### config.mk
export PLATFORM = sky130hd
export DESIGN_NAME = alu_seq
export DESIGN_NICKNAME = d
export VERILOG_FILES = /design/src/rtl/alu_seq.sv
export SDC_FILE = /design/constraint.sdc
export NUM_CORES = 1
export LEC_CHECK = 0
export BUFFER_PORTS_ARGS = -buffer_cell sky130_fd_sc_hd__buf_2
export CAP_MARGIN = 5
export CORE_AREA = 4 4 138 74
export DETAILED_ROUTE_END_ITERATION = 12
export DIE_AREA = 0 0 142 78
export PLACE_DENSITY_LB_ADDON = 0.25
export SLEW_MARGIN = 25
export SYNTH_ARGS = -nofsm -noshare
export SYNTH_HDL_FRONTEND = slang
export SYNTH_SLANG_ARGS = --single-unit
export TNS_END_PERCENT = 50
### constraint.sdc
create_clock -name clk -period 2.1 [get_ports clk]
set_clock_uncertainty 0.2 [all_clocks]
set_input_delay 0.105 -clock clk [delete_from_list [all_inputs] [get_ports clk]]
set_output_delay 0.105 -clock clk [all_outputs]
set_load 0.05 [all_outputs]
### src/rtl/alu_seq.sv
// alu_seq: four-state sequencer feeding an external ALU from a 4-entry register file.
// Optional macro CUTE_R0_ZERO_EN turns r0 into a hardwired zero register.
module alu_seq #(
    parameter int WORD_SIZE = 9
) (
    input  logic                 clk,
    input  logic                 rst,
    input  logic                 in_valid,
    output logic                 in_ready,
    input  logic [8:0]           in_instr,
    input  logic                 ld_valid,
    output logic                 ld_ready,
    input  logic [1:0]           ld_addr,
    input  logic [WORD_SIZE-1:0] ld_data,
    output logic [WORD_SIZE-1:0] alu_a,
    output logic [WORD_SIZE-1:0] alu_b,
    output logic                 alu_op,
    input  logic [WORD_SIZE-1:0] alu_c,
    output logic                 done,
    output logic [1:0]           done_rd,
    output logic [WORD_SIZE-1:0] done_data,
    output logic                 busy
);

    typedef enum logic [1:0] {
        IDLE,
        READ,
        EXEC,
        WB
    } state_t;

    state_t state;
    state_t state_next;

    logic [WORD_SIZE-1:0] regs [4];
    logic [WORD_SIZE-1:0] result;

    logic       op_q;
    logic [1:0] rd_q;
    logic [1:0] rs1_q;
    logic [1:0] rs2_q;

    logic accept;
    logic ld_accept;

    logic [WORD_SIZE-1:0] rs1_val;
    logic [WORD_SIZE-1:0] rs2_val;

    logic                 wr_en;
    logic [1:0]           wr_addr;
    logic [WORD_SIZE-1:0] wr_data;

    logic unused_bits;

    assign unused_bits = ^in_instr[1:0];
    assign accept      = in_valid && in_ready;
    assign ld_accept   = ld_valid && ld_ready;

    // State register.
    always_ff @(posedge clk or posedge rst) begin
        if (rst) begin
            state <= IDLE;
        end else begin
            state <= state_next;
        end
    end

    // Next state and handshake outputs; loads win over instructions in IDLE.
    always_comb begin
        state_next = state;
        in_ready   = 1'b0;
        ld_ready   = 1'b0;
        busy       = 1'b1;
        unique case (state)
            IDLE: begin
                busy     = 1'b0;
                ld_ready = 1'b1;
                in_ready = !ld_valid;
                if (in_valid && !ld_valid) begin
                    state_next = READ;
                end
            end
            READ: state_next = EXEC;
            EXEC: state_next = WB;
            WB:   state_next = IDLE;
        endcase
    end

    // Register-file read ports, addressed by the latched instruction.
    always_comb begin
        rs1_val = regs[rs1_q];
        rs2_val = regs[rs2_q];
`ifdef CUTE_R0_ZERO_EN
        if (rs1_q == 2'd0) rs1_val = '0;
        if (rs2_q == 2'd0) rs2_val = '0;
`endif
    end

    // Single write port shared by preloads (IDLE only) and write-back (WB only).
    always_comb begin
        wr_en   = 1'b0;
        wr_addr = rd_q;
        wr_data = result;
        if (ld_accept) begin
            wr_en   = 1'b1;
            wr_addr = ld_addr;
            wr_data = ld_data;
        end else if (state == WB) begin
            wr_en = 1'b1;
        end
`ifdef CUTE_R0_ZERO_EN
        if (wr_addr == 2'd0) wr_en = 1'b0;
`endif
    end

    // Register file storage.
    always_ff @(posedge clk or posedge rst) begin
        if (rst) begin
            for (int i = 0; i < 4; i++) begin
                regs[i] <= '0;
            end
        end else if (wr_en) begin
            regs[wr_addr] <= wr_data;
        end
    end

    // Instruction latch, operand issue, result capture and completion report.
    always_ff @(posedge clk or posedge rst) begin
        if (rst) begin
            op_q      <= 1'b0;
            rd_q      <= 2'd0;
            rs1_q     <= 2'd0;
            rs2_q     <= 2'd0;
            alu_a     <= '0;
            alu_b     <= '0;
            alu_op    <= 1'b0;
            result    <= '0;
            done      <= 1'b0;
            done_rd   <= 2'd0;
            done_data <= '0;
        end else begin
            done <= 1'b0;
            if (accept) begin
                op_q  <= in_instr[8];
                rd_q  <= in_instr[7:6];
                rs1_q <= in_instr[5:4];
                rs2_q <= in_instr[3:2];
            end
            if (state == READ) begin
                alu_a  <= rs1_val;
                alu_b  <= rs2_val;
                alu_op <= op_q;
            end
            if (state == EXEC) begin
                result    <= alu_c;
                done      <= 1'b1;
                done_rd   <= rd_q;
                done_data <= alu_c;
            end
        end
    end

endmodule

== After elaboration in Yosys (flattened, before gate mapping) ==
Cells that the tools add are included.

* $lt $le $gt $ge: 4
* Eq/ne operators: 4
* Muxes and demuxes: 19
* Bitwise logic cells: 3
* Reduce and logical (&&, ||, !) cells: 6

{| class="wikitable"
|+ Operator list
! kind !! number
|-
| $mux 9 || 6
|-
| $bmux 9 s2 || 2
|-
| $bwmux 36 || 1
|-
| $demux 9 s2 || 1
|-
| $ge 3x3->1 const B || 3
|-
| $not 2->3 || 3
|-
| $pmux 2 s4 || 1
|-
| $mux 1 || 6
|-
| $eq 2x2->1 const B || 2
|-
| $logic_and 1x1->1 || 4
|-
| $mux 2 || 2
|-
| $lt 3x1->1 const B || 1
|-
| $eq 2x1->1 const B || 1
|-
| $logic_not 2->1 || 1
|-
| $ne 2x2->1 const B || 1
|-
| $logic_not 1->1 || 1
|}

* Bits in registers: 76
* Bits of input ports: 33
* Output and inout port bits: 34
* Logic and storage cells: 51

== Depth between registers and ports, before layout ==
Gate-level depths: netlist of run 1.

* Depth in word-level cells: 10
* Gate-level depth with buffers: 8
* Mapped depth without buffers: 6

== Worst setup path before layout of run 1 ==
No wires, ideal clock.

* Path type: flip-flop to flip-flop
* Start point: reg state[0]
* End point: reg op_q
* Library setup time: 0.125 ns
* Data arrival time: 2.324 ns
* Required time: 1.775 ns
* Setup slack: -0.549 ns
* Stages on the path, launching flop included: 7
* Path buffers: 1
* Period minus slack after synthesis: 2.649 ns
* Cell sequence: dfrtp_1 inv_1 ha_1 inv_1 or3_1 clkbuf_1 mux2_2

* Cells in the longest elaborated chain, start to end: 3

{| class="wikitable"
|+ RTL lines
! item !! RTL line !! RTL
|-
| start, declared || 32 || <nowiki>state_t state;</nowiki>
|-
| start signal, assigned || 64 || <nowiki>state <= state_next;</nowiki>
|-
| $logic_not 2->1 || 74 || <nowiki>unique case (state)</nowiki>
|-
| $mux 1 || 74 ||
|-
| $logic_and 1x1->1 || 56 || <nowiki>assign accept = in_valid && in_ready;</nowiki>
|-
| end signal, assigned || 144 || <nowiki>op_q <= in_instr[8];</nowiki>
|-
| end, declared || 38 || <nowiki>logic op_q;</nowiki>
|}

Every way passes these cells.
A chain may end at the register's enable or synchronous reset.

== Final worst setup path of run 1 ==
* Start point: reg state[1]
* End point: reg regs[17] (netlist bit)

* Cells in the longest elaborated chain, start to end: 10
* Elaborated cells on any way between the ends: 15
* Classes of those cells: 2 x order compare; 1 x eq/ne; 8 x mux; 1 x bitwise; 3 x reduce/logical

{| class="wikitable"
|+ RTL lines
! item !! RTL line !! RTL
|-
| $logic_not 2->1 || 74 ||
|-
| $mux 1 || 74 ||
|-
| $logic_and 1x1->1 || 57 || <nowiki>assign ld_accept = ld_valid && ld_ready;</nowiki>
|-
| $mux 2 || 104 || <nowiki>if (ld_accept) begin</nowiki>
|-
| $not 2->3 (not written as such) || 123 || <nowiki>regs[wr_addr] <= wr_data;</nowiki>
|-
| $ge 3x3->1 (not written as such) / $lt 3x1->1 (equally long branches) || 123 ||
|-
| $logic_and 1x1->1 (not written as such) || 123 ||
|-
| $mux 9 (not written as such) || 123 ||
|-
| $demux 9 s2 || 123 ||
|-
| $bwmux 36 || 123 ||
|-
| end signal, assigned by index || 123 ||
|-
| end, declared || 35 || <nowiki>logic [WORD_SIZE-1:0] regs [4];</nowiki>
|}

Several ways; a longest one is shown, not always the timed one.

==> results of run 1 <==
## sequential cells by signal, summed over array words and instances, names as in the netlist
register and flops:
done_rd 2, regs 36, result 9, op_q 1, alu_a 9, done 1
state 2, rd_q 2, alu_op 1, alu_b 9, rs2_q 2, rs1_q 2
## power by group
part | leakage (nW) | switching, W | internal (W)
clock network | 0.169 | 0.000597 | 0.00119
logic | 1.05 | 0.00239 | 0.00216
registers | 0.913 | 0.000564 | 0.00224
## how the worst max path moves through the flow
stage,to,slack [ps],start,cells after the start
2_1_floorplan,op_q$_DFFE_PP0P_,-110,state[1]$_DFFE_PP0P_,6
3_3_place_gp,regs[14]$_DFFE_PP0P_,70,state[1]$_DFFE_PP0P_,6
3_5_place_dp,regs[15]$_DFFE_PP0P_,30,state[1]$_DFFE_PP0P_,6
4_1_cts,regs[15]$_DFFE_PP0P_,30,state[1]$_DFFE_PP0P_,6
5_1_grt,regs[19]$_DFFE_PP0P_,4,state[1]$_DFFE_PP0P_,7
6_report,regs[17]$_DFFE_PP0P_,80,state[1]$_DFFE_PP0P_,6
## critical path: stages, from the launching register on
cell and delay, ps:
dfrtp_1 350, inv_2 70, ha_4 160, nand2_2 140
mux2i_4 330, a21bo_4 340, mux2_4 310
## area by class of cell
type / instances / area [um^2]
Fill cell: 788 / 4350
Multi-Input combinational cell: 122 / 1580
Clock inverter: 6 / 111
Clock buffer: 10 / 239
Sequential cell: 76 / 1900
Timing Repair Buffer: 105 / 741
Tap cell: 121 / 151
Inverter: 5 / 26.3
## placed cells by master, fill, tap and decap left out, drive strengths merged, types with 2 or more instances in the layout
cell type | netlist | final
buf | 7 | 80
bufinv | 0 | 3
clkbuf | 4 | 10
clkinv | 0 | 2
clkinvlp | 0 | 3
dfrtp | 76 | 76
dlygate4sd3 | 0 | 25
ha | 5 | 5
inv | 5 | 3
mux2 | 82 | 82
mux2i | 2 | 2
mux4 | 18 | 18
nand2 | 3 | 3
nand3 | 2 | 2
o21ai | 4 | 4
## cells by family after synthesis
group	synth area share (%)
adder cells (fa/ha/maj)	1.77
multiplexers	39.6
AND/OR/NAND/NOR	1.31
AO/OA/AOI/OAI	1.10
buffers and inverters	2.34
flip-flops	53.9
## layer usage
metal | track usage [%] | vias up
met5 | 0 | -
met2 | 22.1 | 39
met3 | 4.80 | 5
li1 | - | 999
met4 | 4.31 | 0
met1 | 21.6 | 1104
## synth_stat cells
cell and count:
a21oi_2 1, mux4_2 18, nor2b_1 1, nand2b_1 1, nor2_1 1, mux2_4 9
nand3_1 2, buf_6 1, inv_1 5, nand2_2 1, dfrtp_1 76, ha_1 5
clkbuf_8 1, buf_2 4, mux2_2 73, nand2_1 2, o21ai_0 4, or3_1 1
mux2i_1 1, mux2i_4 1, buf_1 2, clkbuf_1 3, a21bo_2 1
## per-stage QoR
step	area, um^2	std cells	util, %
after floorplan	3560	214	-
after global placement	4130	404	45.4
after detailed placement	4130	404	45.4
after CTS	4730	445	52.0
after global routing	4750	445	52.2
final	4750	445	52.2
## what timing repair did
item / 4_1_cts / 5_1_grt
endpoints found under the setup margin: 0 / 20
hold endpoints to repair: 124 / 0
resized for setup: 0 / 4
hold buffers: 25 / 0
==> run metrics, run 1 <==
CTS Buffer Depth 2; Skew-Pair Late Insertion Delay around 330 ps; Design Power 0.00914 W; Area contributors post-synth dfrtp_1 54%, mux2_2 23%, mux4_2 11%, mux2_4 3.8%, ha_1 1.8%; Max Transition Viols Final 0; post-layout minimum cycle time 2020 ps; first-pass GRT wire length roughly 13,000 um; Die X around 140 um; Worst EP arrival 2040 ps; H-tree levels 3; relative slew slack about 63%; port bufs 64; wire length on met3 332 um; FF+latch count, synth 76; Leakage 2.13 nW; RePlAce Congestion 0.758; met1 wire length 3890 um; WS Path Type flip-flop to flip-flop; Final Net Count 357; clock root cell clkbuf_16; io pins 67; vias after detailed routing between 2,000 and 2,500; status finished clean; TritonCTS clock tree done; Worst VDD drop 794 uV; # DRC 0; Fmax achieved 495 MHz; postcts setup bufs 0; post-synthesis sequential area ratio about 54%; reg2reg start state[1]$_DFFE_PP0P_; setup violators final 0; Initial Util 38.7%; clk slew on worst S/H paths 60 ps; Core Area 0.00910 mm^2; antenna violation net count after detailed routing 0; worst path required time 2120 ps; FF-to-FF setup slack 80 ps; DIE AREA ~0.011 mm^2; Tot GR Track Use 15.1%; die span in y 78 um; worst hold-check path type input port to flip-flop; hold depth 3; post-synth top area share 53.9%; Rows 25; Worst R2R Path Depth 6; Final WS setup between 80 and 90 ps; Power Density 1920 mW/mm^2; Area growth, synth to finish 34.7%; Final Hold Viols 0; metal2 WL about 3400 um; post-synthesis net count 252; WL/cell 17.2 um; maximum number of pins on one net before global-route repair between 70 and 80; Syn Area/Cell 16.5 um^2; initial antenna violation count 0; end of the worst hold path regs[6]$_DFFE_PP0P_; CTS Buf Count 9; Via density slightly below 5; actual slew at the worst max-slew pin about 550 ps; Gate Count Post-Synth 214; synthesized area 0.00353 mm^2; number of global-route vias before repair 2,328; cell taking the most area after synthesis dfrtp_1; CP startpoint kind flip-flop; post-synth cell types 23; dpl hpwl roughly 5200 um; hold slack 33.1 ps; min-delay src ld_data[6]; Synthesis Warnings 0; pre-CTS setup slack 33.7 ps; total congestion overflow 0; Detailed Route WL 7660 um; final worst-path cycle share 96.2%; clock sinks 76; n_diodes 0; setup_tns 0 ps; top routing layer in use met4; RSZ-0062 raised after global routing no; CP Max Fanout 9; fraction of layout instances using a drive strength above 1 between 60% and 70%; Maximum Capacitance Violations 0; drt pass-1 iters 4; CP Capture Type flip-flop; reg2reg end regs[17]$_DFFE_PP0P_; First DRT Iteration DRCs around 110
(Power assumes the default switching activity.)
==> run 2: changes to the inputs <==
--- a/config.mk
+++ b/config.mk
@@ -7,9 +7,10 @@
 export LEC_CHECK = 0
 export BUFFER_PORTS_ARGS = -buffer_cell sky130_fd_sc_hd__buf_2
 export CAP_MARGIN = 5
-export CORE_AREA = 4 4 138 74
+export CORE_AREA = 4 4 122 66
+export CTS_BUF_LIST = sky130_fd_sc_hd__clkbuf_8
 export DETAILED_ROUTE_END_ITERATION = 12
-export DIE_AREA = 0 0 142 78
+export DIE_AREA = 0 0 126 70
 export PLACE_DENSITY_LB_ADDON = 0.25
 export SLEW_MARGIN = 25
 export SYNTH_ARGS = -nofsm -noshare
==> run metrics, run 2 (same netlist as run 1, synthesis figures left out) <==
register share of total power 33.3% (+2.7 points); clk slew on worst S/H paths 80 ps (+20 ps); largest reg by FF count regs; WL/cell 18.3 um (+6.3%); dpl hpwl 5120 um (-1.1%); n_diodes 0 (unchanged); actual slew at the worst max-slew pin 640 ps (+89.4 ps); Fmax achieved 497 MHz (+0.35%); clock sinks 76 (unchanged); cell-internal power 0.00504 W (-9.9%); first-pass GRT wire length 12,700 um (+0.17%); Design Power 0.00856 W (-6.4%); most frequent cells in the layout 76 x dfrtp_1, 73 x mux2_2, 64 x buf_2, 26 x dlygate4sd3_1, 18 x mux4_2; max FFs per register 36 (unchanged); placed cells 376 (-6.9%); antenna violation net count after detailed routing 0 (unchanged); Max Transition Viols Final 0 (unchanged); Final Net Count 356 (-0.28%); Via density 5.21 (+8.0%); Final Hold Viols 0 (unchanged); Die X 126 um (-11%); switching share of power 41.1% (+2.3 points); CP startpoint kind flip-flop; Tot GR Track Use 18.8% (+3.7 points); H-tree levels 3 (unchanged); drt pass-1 iters 6 (+2); maximum number of pins on one net before global-route repair 45 (-42%); TritonCTS clock tree done; worst path required time 2150 ps (+30 ps); DIE AREA 0.00882 mm^2 (-20%); Maximum Capacitance Violations 0 (unchanged); RePlAce Congestion 0.783 (+3.4%); WS Path Type flip-flop to flip-flop; RSZ-0062 raised after global routing no; number of global-route vias before repair 2,368 (+1.7%); port bufs 64 (unchanged); io pins 67 (unchanged); hold slack 29.8 ps (-3.27 ps); commonest non-fill, non-tap cell in the layout dfrtp_1; CP Max Fanout 9 (unchanged); relative slew slack 57.3% (-6.0 points); FILL cells 528 (-33%); vias after detailed routing 2,183 (+1.7%); die span in y 70 um (-10%); clock root cell clkbuf_8; Power Density 1870 mW/mm^2 (-2.8%); Detailed Route WL 7670 um (about the same); Core Area 0.00705 mm^2 (-23%); total congestion overflow 0 (unchanged); Psw 0.00352 W (-0.86%); Leakage 2.06 nW (-3.0%); clock share of power 14.8% (-4.8 points); final worst-path cycle share 95.8% (-0.33 points); First DRT Iteration DRCs 98 (-9.3%); Initial Util 50.1% (+11 points); Post-Layout Cell Count 419 (-5.8%); CTS Buffer Depth 2 (unchanged); Skew-Pair Late Insertion Delay 360 ps (+30 ps); initial antenna violation count 0 (unchanged); status finished clean; post-layout minimum cycle time 2010 ps (-7.00 ps); Rows 22 (-12%); CP Capture Type flip-flop; # DRC 0 (unchanged); setup violators final 0 (unchanged); fraction of layout instances using a drive strength above 1 62.8% (-1.3 points); Comb pwr share 51.9% (+2.1 points); Worst VDD drop 1200 uV (+51%); setup_tns 0 ps (unchanged); Area growth, synth to finish 29.7%; Worst EP arrival 2060 ps (+20 ps); CTS Buf Count 9 (unchanged); worst hold-check path type input port to asynchronous set/reset pin
-- run 2: layer usage --
metal,up-vias,GRT usage [%],routed length [um]
met3,7,6.65,335
met1,1127,25.1,3520
met4,0,5.47,82
li1,1004,-,-
met5,-,0,0
met2,45,29.4,3720
-- run 2: final cells by class --
type | instances | area, um^2 | area share [%]
Clock buffer | 10 | 138 | 3.01
Multi-Input combinational cell | 122 | 1570 | 34.4
Tap cell | 96 | 120 | 2.63
Timing Repair Buffer | 104 | 727 | 15.9
Sequential cell | 76 | 1900 | 41.6
Clock inverter | 6 | 87.6 | 1.91
Inverter | 5 | 26.3 | 0.574
-- run 2: per-stage QoR --
step | util, % | setup slack [ps] | cell area [um^2]
floorplan | - | -111 | 3560
global route | 64.9 | 0.602 | 4570
global placement | 57.5 | 83.4 | 4050
finish | 64.9 | 87.4 | 4570
detailed placement | 57.5 | 32.6 | 4050
CTS | 64.4 | 19.2 | 4540
-- run 2: repair_timing --
action / CTS / global route
hold buffers: 26 / 0
setup buffers: 0 / 1
resized for setup: 0 / 3
hold endpoints to repair: 128 / 0
setup endpoints to repair: 0 / 23
-- run 2: final timing paths --
check                                     startpoint                     to  slack [ps]  cells past startpoint
worst min-delay path                             rst   alu_a[8]$_DFFE_PP0N_          30                      3
max in group asynchronous                        rst  result[0]$_DFFE_PP0P_        1110                      4
worst max-delay path            state[1]$_DFFE_PP0P_   regs[15]$_DFFE_PP0P_          90                      6
worst min register to register  alu_b[8]$_DFFE_PP0N_   alu_b[8]$_DFFE_PP0N_         300                      1
worst max register to register  state[1]$_DFFE_PP0P_   regs[15]$_DFFE_PP0P_          90                      6
min in group clk                            ld_valid       op_q$_DFFE_PP0P_          60                      3
-- run 2: worst max-delay path, stage by stage (launching register included) --
cell and delay (ps):
dfrtp_1 360, inv_2 70, ha_4 170, nand2_2 130, mux2i_4 310, a21bo_4 330, mux2_4 320
-- run 2: power by group through the flow --
stage | registers [W] | logic [W] | clock network, W
5_1_grt | 0.00296 | 0.00470 | 0.00135
6_report | 0.00285 | 0.00444 | 0.00126
3_3_place_gp | 0.00283 | 0.00429 | 0
2_1_floorplan | 0.00367 | 0.00252 | 0
4_1_cts | 0.00285 | 0.00444 | 0.00129
3_5_place_dp | 0.00287 | 0.00438 | 0
==> run 3: changes to the inputs <==
==> constraint.sdc (replaced) <==
create_clock -name clk -period 1.6 [get_ports clk]
set_clock_uncertainty 0.2 [all_clocks]
set_input_delay 0.08 -clock clk [delete_from_list [all_inputs] [get_ports clk]]
set_output_delay 0.08 -clock clk [all_outputs]
set_load 0.05 [all_outputs]
==> run metrics, run 3 (same netlist as run 1, synthesis figures left out) <==
post-layout minimum cycle time 1980 ps (-33.1 ps); hold slack 23.4 ps (-6.39 ps); clock sinks 76 (unchanged); Skew-Pair Late Insertion Delay 360 ps (about the same); Final WS setup -380 ps (-467 ps); TritonCTS clock tree done; status finished, violations left; dpl hpwl 5610 um (+9.5%); Core Area 0.00705 mm^2 (unchanged); relative slew slack 74.5% (+17 points); die span in y 70 um (unchanged); WS Path Type flip-flop to flip-flop; cell-internal power 0.00688 W (+37%); H-tree levels 3 (unchanged); antenna violation net count after detailed routing 0 (unchanged); most frequent cells in the layout 75 x dfrtp_1, 62 x mux2_2, 61 x buf_2, 26 x dlygate4sd3_1, 21 x buf_4; Final Net Count 374 (+5.1%); setup_tns -16,180 ps (-16,180 ps); Die X 126 um (unchanged); register share of total power 30.9% (-2.4 points); initial antenna violation count 0 (unchanged); Worst EP arrival 2020 ps (-40 ps); setup violators final 63 (+63); DIE AREA 0.00882 mm^2 (unchanged); Via density 5.30 (+1.8%); final worst-path cycle share 124% (+28 points); worst hold-check path type input port to flip-flop; Rows 22 (unchanged); vias after detailed routing 2,317 (+6.1%); Worst R2R Path Depth 6 (unchanged); clk slew on worst S/H paths 80 ps (about the same); Max Transition Viols Final 0 (unchanged); Final Util 68.9% (+4.0 points); port bufs 64 (unchanged); CTS Buf Count 9 (unchanged); first-pass GRT wire length 13,400 um (+6.0%); CP startpoint kind flip-flop; RePlAce Congestion 0.761 (-2.9%); Power Density 2440 mW/mm^2 (+31%); actual slew at the worst max-slew pin 379 ps (-261 ps); Maximum Capacitance Violations 0 (unchanged); Worst VDD drop 1240 uV (+3.9%); First DRT Iteration DRCs 92 (-6.1%); io pins 67 (unchanged); CTS Buffer Depth 2 (unchanged); clock root cell clkbuf_8; maximum number of pins on one net before global-route repair 47 (+4.4%); drt pass-1 iters 4 (-2); max FFs per register 36 (unchanged); placed cells 391 (+4.0%); WL/cell 19.6 um (+6.9%); clock share of power 10.8% (-4.0 points); CP Capture Type flip-flop; switching share of power 42.0% (+0.90 points); pre-CTS setup slack -444 ps (-477 ps); n_diodes 0 (unchanged); Leakage 2.19 nW (+6.2%); Area growth, synth to finish 37.6%; fraction of layout instances using a drive strength above 1 67.2% (+4.3 points); number of global-route vias before repair 2,436 (+2.9%); Detailed Route WL 8540 um (+11%); RSZ-0062 raised after global routing yes; Final Hold Viols 0 (unchanged); commonest non-fill, non-tap cell in the layout dfrtp_1; worst path required time 1640 ps (-510 ps); failing checks negative setup slack; Post-Layout Cell Count 437 (+4.3%); # DRC 0 (unchanged); Fmax achieved 505 MHz (+1.7%); Psw 0.00499 W (+42%); total congestion overflow 0 (unchanged); Tot GR Track Use 20.1% (+1.3 points); Comb pwr share 58.3% (+6.4 points); hold depth 5; largest reg by FF count regs; Initial Util 50.1% (unchanged); CP Max Fanout 5 (-4)
## run 3: critical path, stage by stage, from the launching register on
cell and delay (ps):
dfrtp_1 360, inv_2 60, ha_4 180, nand2_8 80, mux2i_4 360, a21bo_4 320, mux2_4 300
## run 3: power by group through the flow
stage               Combinational (W)  Clock, W  Sequential (W)
finish                        0.00692   0.00129         0.00366
global route                  0.00730   0.00142         0.00380
CTS                           0.00655   0.00133         0.00365
detailed placement            0.00626         0         0.00367
global placement              0.00611         0         0.00359
floorplan                     0.00333         0         0.00481
## run 3: routing by layer
layer	track usage [%]	vias up	wire, um
met3	5.73	11	424
met4	6.18	0	84
met1	28.1	1210	4030
met5	0	-	0
met2	30.7	55	4000
li1	-	1041	-
## run 3: timing repair
| item | CTS | global route |
|---|---|---|
| gates resized for setup | 22 | 24 |
| hold buffers | 26 | 0 |
| cloned | 1 | 2 |
| endpoints found under the setup margin | 76 | 76 |
| setup buffers | 1 | 1 |
| hold endpoints to repair | 128 | 0 |
## run 3: cell type report
| class | instances | area (um^2) |
|---|---|---|
| Fill cell | 501 | 2190 |
| Sequential cell | 76 | 1900 |
| Multi-Input combinational cell | 124 | 1730 |
| Timing Repair Buffer | 120 | 906 |
| Clock buffer | 9 | 124 |
| Tap cell | 96 | 120 |
| Clock inverter | 7 | 45.0 |
| Inverter | 5 | 26.3 |
## run 3: per-stage QoR
step	cell area, um^2	power, W
floorplan	3570	0.00814
global placement	4200	0.00971
detailed placement	4200	0.00993
CTS	4730	0.0115
global route	4850	0.0125
finish	4850	0.0119
## run 3: path summary, 6_finish.rpt
check                      slack (ps)            startpoint               endpoint
setup reg to reg                 -380  state[1]$_DFFE_PP0P_   regs[15]$_DFFE_PP0P_
hold / removal                     20              in_valid   state[1]$_DFFE_PP0P_
max in group asynchronous         730                   rst   regs[13]$_DFFE_PP0P_
min in group asynchronous         120                   rst  result[8]$_DFFE_PP0P_
setup / recovery                 -380  state[1]$_DFFE_PP0P_   regs[15]$_DFFE_PP0P_
hold reg to reg                   310  alu_b[4]$_DFFE_PP0N_   alu_b[4]$_DFFE_PP0N_
